<file path="src/rtl/spi_frame_dispatcher.sv">
// Byte-stream to atomic RGBW parameter set: framed bytes fill shadow registers and commit together.
// Optional FRAME_CHECKSUM_EN adds a trailing XOR checksum byte verified before commit.
module spi_frame_dispatcher #(
    parameter logic [7:0]  START_BYTE = 8'hA5,
    parameter int unsigned TO_W       = 12
) (
    input  logic       clk,
    input  logic       reset,
    input  logic       rdy,
    input  logic [7:0] data,
    input  logic       cs,
    output logic [7:0] mode_sync,
    output logic [7:0] lint_sync,
    output logic [7:0] colorIdx_sync,
    output logic [7:0] red_sync,
    output logic [7:0] green_sync,
    output logic [7:0] blue_sync,
    output logic [7:0] white_sync,
    output logic       frame_ok,
    output logic       frame_err,
    output logic [7:0] err_cnt
);

    typedef enum logic [2:0] {
        ST_IDLE    = 3'd0,
        ST_PAYLOAD = 3'd1,
        ST_CHECK   = 3'd2,
        ST_COMMIT  = 3'd3,
        ST_ABORT   = 3'd4
    } state_t;

    localparam logic [2:0] LAST_IDX = 3'd6;

    state_t          state_r;
    state_t          next_state_s;
    logic            rdy_q_r;
    logic            strobe_s;
    logic            shadow_we_s;
    logic            to_expired_s;
    logic [2:0]      idx_r;
    logic [TO_W-1:0] to_cnt_r;
    logic [7:0]      shadow_r [0:6];

`ifdef FRAME_CHECKSUM_EN
    function automatic logic [7:0] frame_xor(input logic [7:0] b0, input logic [7:0] b1,
                                             input logic [7:0] b2, input logic [7:0] b3,
                                             input logic [7:0] b4, input logic [7:0] b5,
                                             input logic [7:0] b6);
        frame_xor = b0 ^ b1 ^ b2 ^ b3 ^ b4 ^ b5 ^ b6;
    endfunction
`endif

    assign strobe_s     = rdy & ~rdy_q_r;
    assign to_expired_s = (to_cnt_r == {TO_W{1'b1}});

    // Next-state decode; a strobe is always consumed before cs or timeout are considered
    always_comb begin
        next_state_s = state_r;
        shadow_we_s  = 1'b0;
        case (state_r)
            ST_IDLE: begin
                if (strobe_s && (data == START_BYTE) && !cs) begin
                    next_state_s = ST_PAYLOAD;
                end else begin
                    next_state_s = ST_IDLE;
                end
            end
            ST_PAYLOAD: begin
                if (strobe_s) begin
                    shadow_we_s = 1'b1;
                    if (idx_r == LAST_IDX) begin
`ifdef FRAME_CHECKSUM_EN
                        if (cs) begin
                            next_state_s = ST_ABORT;
                        end else begin
                            next_state_s = ST_CHECK;
                        end
`else
                        next_state_s = ST_COMMIT;
`endif
                    end else if (cs) begin
                        next_state_s = ST_ABORT;
                    end else begin
                        next_state_s = ST_PAYLOAD;
                    end
                end else if (cs || to_expired_s) begin
                    next_state_s = ST_ABORT;
                end else begin
                    next_state_s = ST_PAYLOAD;
                end
            end
            ST_CHECK: begin
`ifdef FRAME_CHECKSUM_EN
                if (strobe_s) begin
                    if (data == frame_xor(shadow_r[0], shadow_r[1], shadow_r[2], shadow_r[3],
                                          shadow_r[4], shadow_r[5], shadow_r[6])) begin
                        next_state_s = ST_COMMIT;
                    end else begin
                        next_state_s = ST_ABORT;
                    end
                end else if (cs || to_expired_s) begin
                    next_state_s = ST_ABORT;
                end else begin
                    next_state_s = ST_CHECK;
                end
`else
                next_state_s = ST_IDLE;
`endif
            end
            ST_COMMIT: next_state_s = ST_IDLE;
            ST_ABORT:  next_state_s = ST_IDLE;
            default:   next_state_s = ST_IDLE;
        endcase
    end

    // rdy edge detector and state register
    always_ff @(posedge clk) begin
        if (!reset) begin
            rdy_q_r <= 1'b0;
            state_r <= ST_IDLE;
        end else begin
            rdy_q_r <= rdy;
            state_r <= next_state_s;
        end
    end

    // Payload index and shadow capture; index rests at zero outside PAYLOAD
    always_ff @(posedge clk) begin
        if (!reset) begin
            idx_r <= 3'd0;
            for (int i = 0; i < 7; i++) begin
                shadow_r[i] <= 8'h00;
            end
        end else begin
            if (state_r != ST_PAYLOAD) begin
                idx_r <= 3'd0;
            end else if (shadow_we_s) begin
                idx_r <= idx_r + 3'd1;
            end
            for (int i = 0; i < 7; i++) begin
                if (shadow_we_s && (idx_r == 3'(i))) begin
                    shadow_r[i] <= data;
                end
            end
        end
    end

    // Inter-byte timeout: cleared by any strobe, counts only while a frame is open
    always_ff @(posedge clk) begin
        if (!reset) begin
            to_cnt_r <= {TO_W{1'b0}};
        end else if (strobe_s) begin
            to_cnt_r <= {TO_W{1'b0}};
        end else if ((state_r == ST_PAYLOAD) || (state_r == ST_CHECK)) begin
            to_cnt_r <= to_cnt_r + TO_W'(1);
        end else begin
            to_cnt_r <= {TO_W{1'b0}};
        end
    end

    // Committed outputs, status pulses and saturating abort counter
    always_ff @(posedge clk) begin
        if (!reset) begin
            mode_sync     <= 8'h00;
            lint_sync     <= 8'h00;
            colorIdx_sync <= 8'h00;
            red_sync      <= 8'h00;
            green_sync    <= 8'h00;
            blue_sync     <= 8'h00;
            white_sync    <= 8'h00;
            frame_ok      <= 1'b0;
            frame_err     <= 1'b0;
            err_cnt       <= 8'h00;
        end else begin
            frame_ok  <= (state_r == ST_COMMIT);
            frame_err <= (state_r == ST_ABORT);
            if (state_r == ST_COMMIT) begin
                mode_sync     <= shadow_r[0];
                lint_sync     <= shadow_r[1];
                colorIdx_sync <= shadow_r[2];
                red_sync      <= shadow_r[3];
                green_sync    <= shadow_r[4];
                blue_sync     <= shadow_r[5];
                white_sync    <= shadow_r[6];
            end
            if ((state_r == ST_ABORT) && (err_cnt != 8'hFF)) begin
                err_cnt <= err_cnt + 8'd1;
            end
        end
    end

endmodule

</file>
<file path="config.mk">
export PLATFORM = sky130hd
export DESIGN_NAME = spi_frame_dispatcher
export DESIGN_NICKNAME = d
export VERILOG_FILES = /design/src/rtl/spi_frame_dispatcher.sv
export SDC_FILE = /design/constraint.sdc
export NUM_CORES = 1
export LEC_CHECK = 0
export CORE_MARGIN = 4
export CORE_UTILIZATION = 42
export CTS_BUF_LIST = sky130_fd_sc_hd__clkbuf_4
export CTS_CLUSTER_DIAMETER = 150
export CTS_CLUSTER_SIZE = 12
export DETAILED_ROUTE_END_ITERATION = 16
export PLACE_DENSITY = 0.69
export REMOVE_ABC_BUFFERS = 1
export SKIP_LAST_GASP = 1
export SYNTH_ARGS = -nofsm -noshare
export SYNTH_HDL_FRONTEND = slang
export SYNTH_SLANG_ARGS = --single-unit
</file>
<file path="constraint.sdc">
create_clock -name clk -period 3.29 [get_ports clk]
set_clock_uncertainty 0.05 [all_clocks]
set_input_delay 0.329 -clock clk [delete_from_list [all_inputs] [get_ports clk]]
set_output_delay 0.329 -clock clk [all_outputs]
set_load 0.1 [all_outputs]
</file>
# Yosys cells after proc, flatten, opt, wreduce, memory -nomap -nowiden
# Memory sizes are Yosys's and may differ from the RTL's. A register that Yosys moved wholly into a read port is not among the register bits.
# Cells that the tools add are included.
dict set report classes {
  mux 37
  bitwise 11
  magnitude_cmp 0
  reduce_logical 24
  n_eq_ne 14
  addsub 3
  n_mul 0
  shifts 0
  div 0
}
# op n
set op_table {}
lappend op_table {{2-to-1 mux 8 bit} 7}
lappend op_table {{2-to-1 mux 1 bit} 25}
lappend op_table {{adder 12 x 1 -> 12 bit, second input constant} 1}
lappend op_table {{equality test 12 bit, second input constant} 1}
lappend op_table {{equality test 3 x 2 -> 1 bit, second input constant} 4}
lappend op_table {{equality test 3 bit, second input constant} 4}
lappend op_table {{2-to-1 mux 3 bit} 4}
lappend op_table {{logical AND 1 bit} 10}
lappend op_table {{adder 8 x 1 -> 8 bit, second input constant} 1}
lappend op_table {{equality test 8 bit, second input constant} 1}
lappend op_table {{logical NOT 1 bit} 8}
lappend op_table {{inequality test 8 bit, second input constant} 1}
lappend op_table {{OR 1 bit} 7}
lappend op_table {{equality test 3 x 1 -> 1 bit, second input constant} 2}
lappend op_table {{logical NOT 3 bit} 2}
lappend op_table {{case mux 3 bit (2 select lines)} 1}
lappend op_table {{adder 3 x 1 -> 3 bit, second input constant} 1}
lappend op_table {{inequality test 3 x 1 -> 1 bit, second input constant} 1}
lappend op_table {{NOT 1 bit} 3}
lappend op_table {{OR reduction 3 bit} 1}
lappend op_table {{logical OR 1 bit} 2}
lappend op_table {{OR reduction 2 bit} 1}
lappend op_table {{bitwise AND 1 bit} 1}
dict set report totals {
  in_bits 12
  mem_count 1
  reg_bits 29
  rom_bits 0
  latch_bits 0
  out_inout_bits 66
  ram_bits 56
  wordCells 97
}
# name words word_bits rd rd_ports_with_merged_regs write_ports line_no
set mem_list {}
lappend mem_list {shadow_r 7 8 7 7 7 42} ;# logic [7:0] shadow_r [0:6];

# Logic depth before layout (Yosys ltp)
dict set report depth {
  word_depth 9
  mapped_depth 6
  depth_no_buf 5
}

# Worst setup path before layout
# OpenSTA, ideal clock, no wires.
dict set report synth_path {
  path_type {reg-to-reg}
  start {register err_cnt[0]}
  end {register err_cnt[0]}
  setup_ns 0.128
  arrival_time_ns 2.023
  required_time_ns 3.112
  slack_ns 1.090
  stages_incl_launch_ff 6
  synth_period_minus_slack_ns 2.200
  n_path_buf 0
  path_cell_list {dfxtp_1 ha_1 nand2_1 o31ai_1 xor2_1 nor2_1}
}
dict set report synth_via {
  elab_chain_len 2
  word_cells_on_any_way 3
  cone_classes {1 x add/sub; 1 x eq/ne; 1 x reduce/logical}
}
# item line_no
set synth_lines {}
lappend synth_lines {{from (decl)} 21} ;# output logic [7:0] err_cnt
lappend synth_lines {{from (signal assigned)} 187} ;# err_cnt <= err_cnt + 8'd1;
lappend synth_lines {{branches (longest 2 deep; another with adder 8 x 1 -> 8 bit)} --}
# Parallel ways; which one is timed is not known.
# A chain may end at the register's enable or synchronous reset.

# Final worst setup path
dict set report layout_path {
  start {register err_cnt[2]}
  end {output err_cnt[2]}
}
# No word-level cell between the ends.

==> flow_metrics.py <==
metrics = {
    "layout": {
        "drive_gt1_frac": 0.0743,
        "fin_area_um2": 6440,
        "synthToLayoutAreaGrowth_pct": 22.4,
        "instances_no_fill": 788,
        "nNetsFinal": 625,
    },
    "setup_path": {
        "path_class": "flop to output port",
        "path_max_fanout": 8,
        "path_buf_inv": 1,
        "critPathRequiredTime_ps": 2910,
        "endpoint_kind": "output port",
        "crit_path_top_delay_cell": "clkdlybuf4s50_1",
        "r2r_start": "state_r[0]",
        "crit_chain": "clkdlybuf4s50_1",
        "arrival_ps": 2190,
        "cp.depth": 1,
        "r2r_slack_ps": 1260,
        "rr_worst_depth": 4,
        "slowest_delay_ps": 1190,
        "cp_top_family": "buffers and inverters",
        "reg2reg_to": "shadow_r[3][0]",
        "cp-start-kind": "flop",
    },
    "clocking": {
        "cts_setup_buffers": 0,
        "clk_path_buf_depth": 2,
        "path_clk_slew_ps": 120,
        "clk_latency_ps": 530,
        "cts_tree": "yes",
        "cts_resized": 0,
        "htree_levels": 4,
        "numCtsBuffers": 17,
        "hold_buffers": 0,
        "clockRootBuffer": "clkbuf_4",
        "clock_sinks": 141,
    },
    "floorplan": {
        "start_util": 0.434,
        "coreArea_um2": 12100,
        "ioPinCount": 78,
        "die_x_um": 120,
        "dieHeight_um": 120,
        "row_count": 40,
        "dieArea_um2": 14400,
    },
    "yosys": {
        "yosysSeqAreaShare": 0.644,
        "synth_mux_area_frac": 0.00381,
        "synthXorXnorAreaFrac": 0.0217,
        "synthArstFlopShare": 0,
        "synthSimpleGateAreaFrac": 0.210,
        "yosysUniqueCellTypes": 40,
        "yosysMostFrequentCell": "nand2_1",
        "yosys_register_bits": 141,
        "synth-edff-count": 56,
        "synth_top_family_by_area": "simple AND/OR/NAND/NOR gates",
        "synth_area_leaders": "dfxtp_1 32%, edfxtp_1 32%, nand2_1 9.8%, a21oi_1 5.8%, nor2_1 5.1%",
        "synth_top_area_cell": "dfxtp_1",
        "syn_inst": 530,
        "synth_compound_area_frac": 0.0736,
        "ys_warn_count": 0,
        "synth_fa_ha_area_frac": 0.0167,
        "synthFlopType": "dfxtp_1",
        "syn_area_per_cell_um2": 9.92,
        "syn_area_um2": 5260,
        "yosys.area.top_type_share": 0.324,
        "synth_common_cells": "137 x nand2_1, 85 x dfxtp_1, 72 x nor2_1",
    },
    "timing": {
        "setup_viol": 0,
        "worst_pin_slew_ps": 989,
        "rsz0062_at_grt": "false",
        "hold_violations": 0,
        "finalCritPeriodShare": 0.782,
        "slew-limit-headroom": 0.339,
        "setup_tns_ps": 0,
        "timing.final.crit_period_ps": 2570,
        "fmax_ghz": 0.389,
        "drv_slew": 0,
    },
    "status": {
        "outcome": "finished clean",
    },
    "global_route": {
        "antenna_found_initial": 1,
        "grt_pass1_wl_um": 17600,
        "grt_pass1_vias": 3771,
        "grt_max_degree": 57,
        "overflow": 0,
        "grt_usage": 0.155,
    },
    "hold_path": {
        "hp-start": "rdy",
        "hold_class": "input pin to flop",
        "min_to": "rdy_q_r",
        "whs_path_depth": 2,
    },
    "run": {
        "maxCapViolations": 0,
    },
    "route": {
        "drt-wirelength-per-cell_um": 13.6,
        "first_pass_iters": 5,
        "num_vias": 3833,
        "drt.antenna.violating_nets": 0,
        "drt_iter0_markers": 246,
        "drc": 0,
        "via_per_inst": 4.86,
        "wl_um": 10700,
    },
    "place": {
        "hpwl_um": 7610,
        "port_buffers": 77,
        "routabilityCongestion": 0.852,
        "placed_area_um2": 6180,
        "place_inst": 755,
    },
    "power_and_ir_drop": {
        "powerDensity_nw_per_um2": 458,
        "irDropWorstVdd_mv": 0.223,
        "p_leak_nw": 2.20,
    },
}
[worst reg2reg max path, stage by stage, from the launching register on]
cell and delay (ps):
dfxtp_1 480, nand2b_1 180, nor3_2 370, nand2_1 280
nand2_1 340
[layout make-up]
type                            count  area (µm²)
Fill cell                        1115        5680
Sequential cell                   141        3380
Multi-Input combinational cell    350        1720
Timing Repair Buffer               82         808
Tap cell                          168         210
Clock inverter                     15         130
Clock buffer                       17         128
Inverter                           14        52.6
Antenna cell                        1        2.50
[flip-flops by register name (all words and copies together), names as in the netlist, 8 cells and up]
name	count
colorIdx_sync	8
blue_sync	8
white_sync	8
mode_sync	8
red_sync	8
green_sync	8
to_cnt_r	12
lint_sync	8
err_cnt	8
shadow_r	56
[per-stage QoR]
step	setup WS [ps]	util	power [mW]	hold slack [ps]
global placement	948	0.510	1.96	378
floorplan	647	-	1.92	363
global route	589	0.531	3.07	341
detailed placement	878	0.510	1.96	387
CTS	669	0.531	2.97	328
finish	718	0.531	2.95	394
[report_power, final]
part | switching [mW] | internal, mW | total, mW | leakage, nW
sequential | 0.00844 | 1.84 | 1.85 | 1.26
combinational | 0.0529 | 0.0215 | 0.0744 | 0.801
clock | 0.594 | 0.433 | 1.03 | 0.141
[layer usage]
metal  vias up  global-route usage  share of wire
li1       1923                   -              -
met1      1775               0.192           0.46
met2       127               0.253           0.47
met3         8              0.0500          0.059
met4         0              0.0616         0.0089
met5         -                   0              0
[cell families after synthesis]
group / count (synthesis)
mux: 2
xor+xnor: 13
fa+ha+maj: 7
buf+inv: 39
flops: 141
simple gates: 256
compound gates: 72
[layout by cell type (no fill, tap or decap), types with 3 or more instances in the layout]
cell | synthesis | layout
nand3_1 | 8 | 8
nand4_1 | 5 | 5
and3_1 | 5 | 5
nand2_2 | 3 | 3
edfxtp_1 | 56 | 56
clkbuf_4 | 0 | 17
buf_4 | 0 | 5
nand2b_1 | 4 | 4
clkinv_2 | 0 | 8
a21oi_1 | 61 | 61
xor2_1 | 7 | 7
dfxtp_1 | 85 | 85
xnor2_1 | 6 | 6
inv_1 | 13 | 13
clkinvlp_4 | 0 | 3
ha_1 | 7 | 7
nand2_1 | 137 | 137
clkinv_1 | 1 | 3
and4_1 | 3 | 3
nor2_1 | 72 | 71
nor3_1 | 6 | 6
clkdlybuf4s50_1 | 0 | 77
[worst max path at each step]
stage / start / endpoint / slack, ps
floorplan: state_r[0] / blue_sync[0] / 650
global placement: rdy / shadow_r[3][5] / 950
detailed placement: rdy / shadow_r[3][0] / 880
CTS: err_cnt[2] / err_cnt[2] / 670
global route: err_cnt[2] / err_cnt[2] / 590
finish: err_cnt[2] / err_cnt[2] / 720
Power figures use the tool's default switching activity.
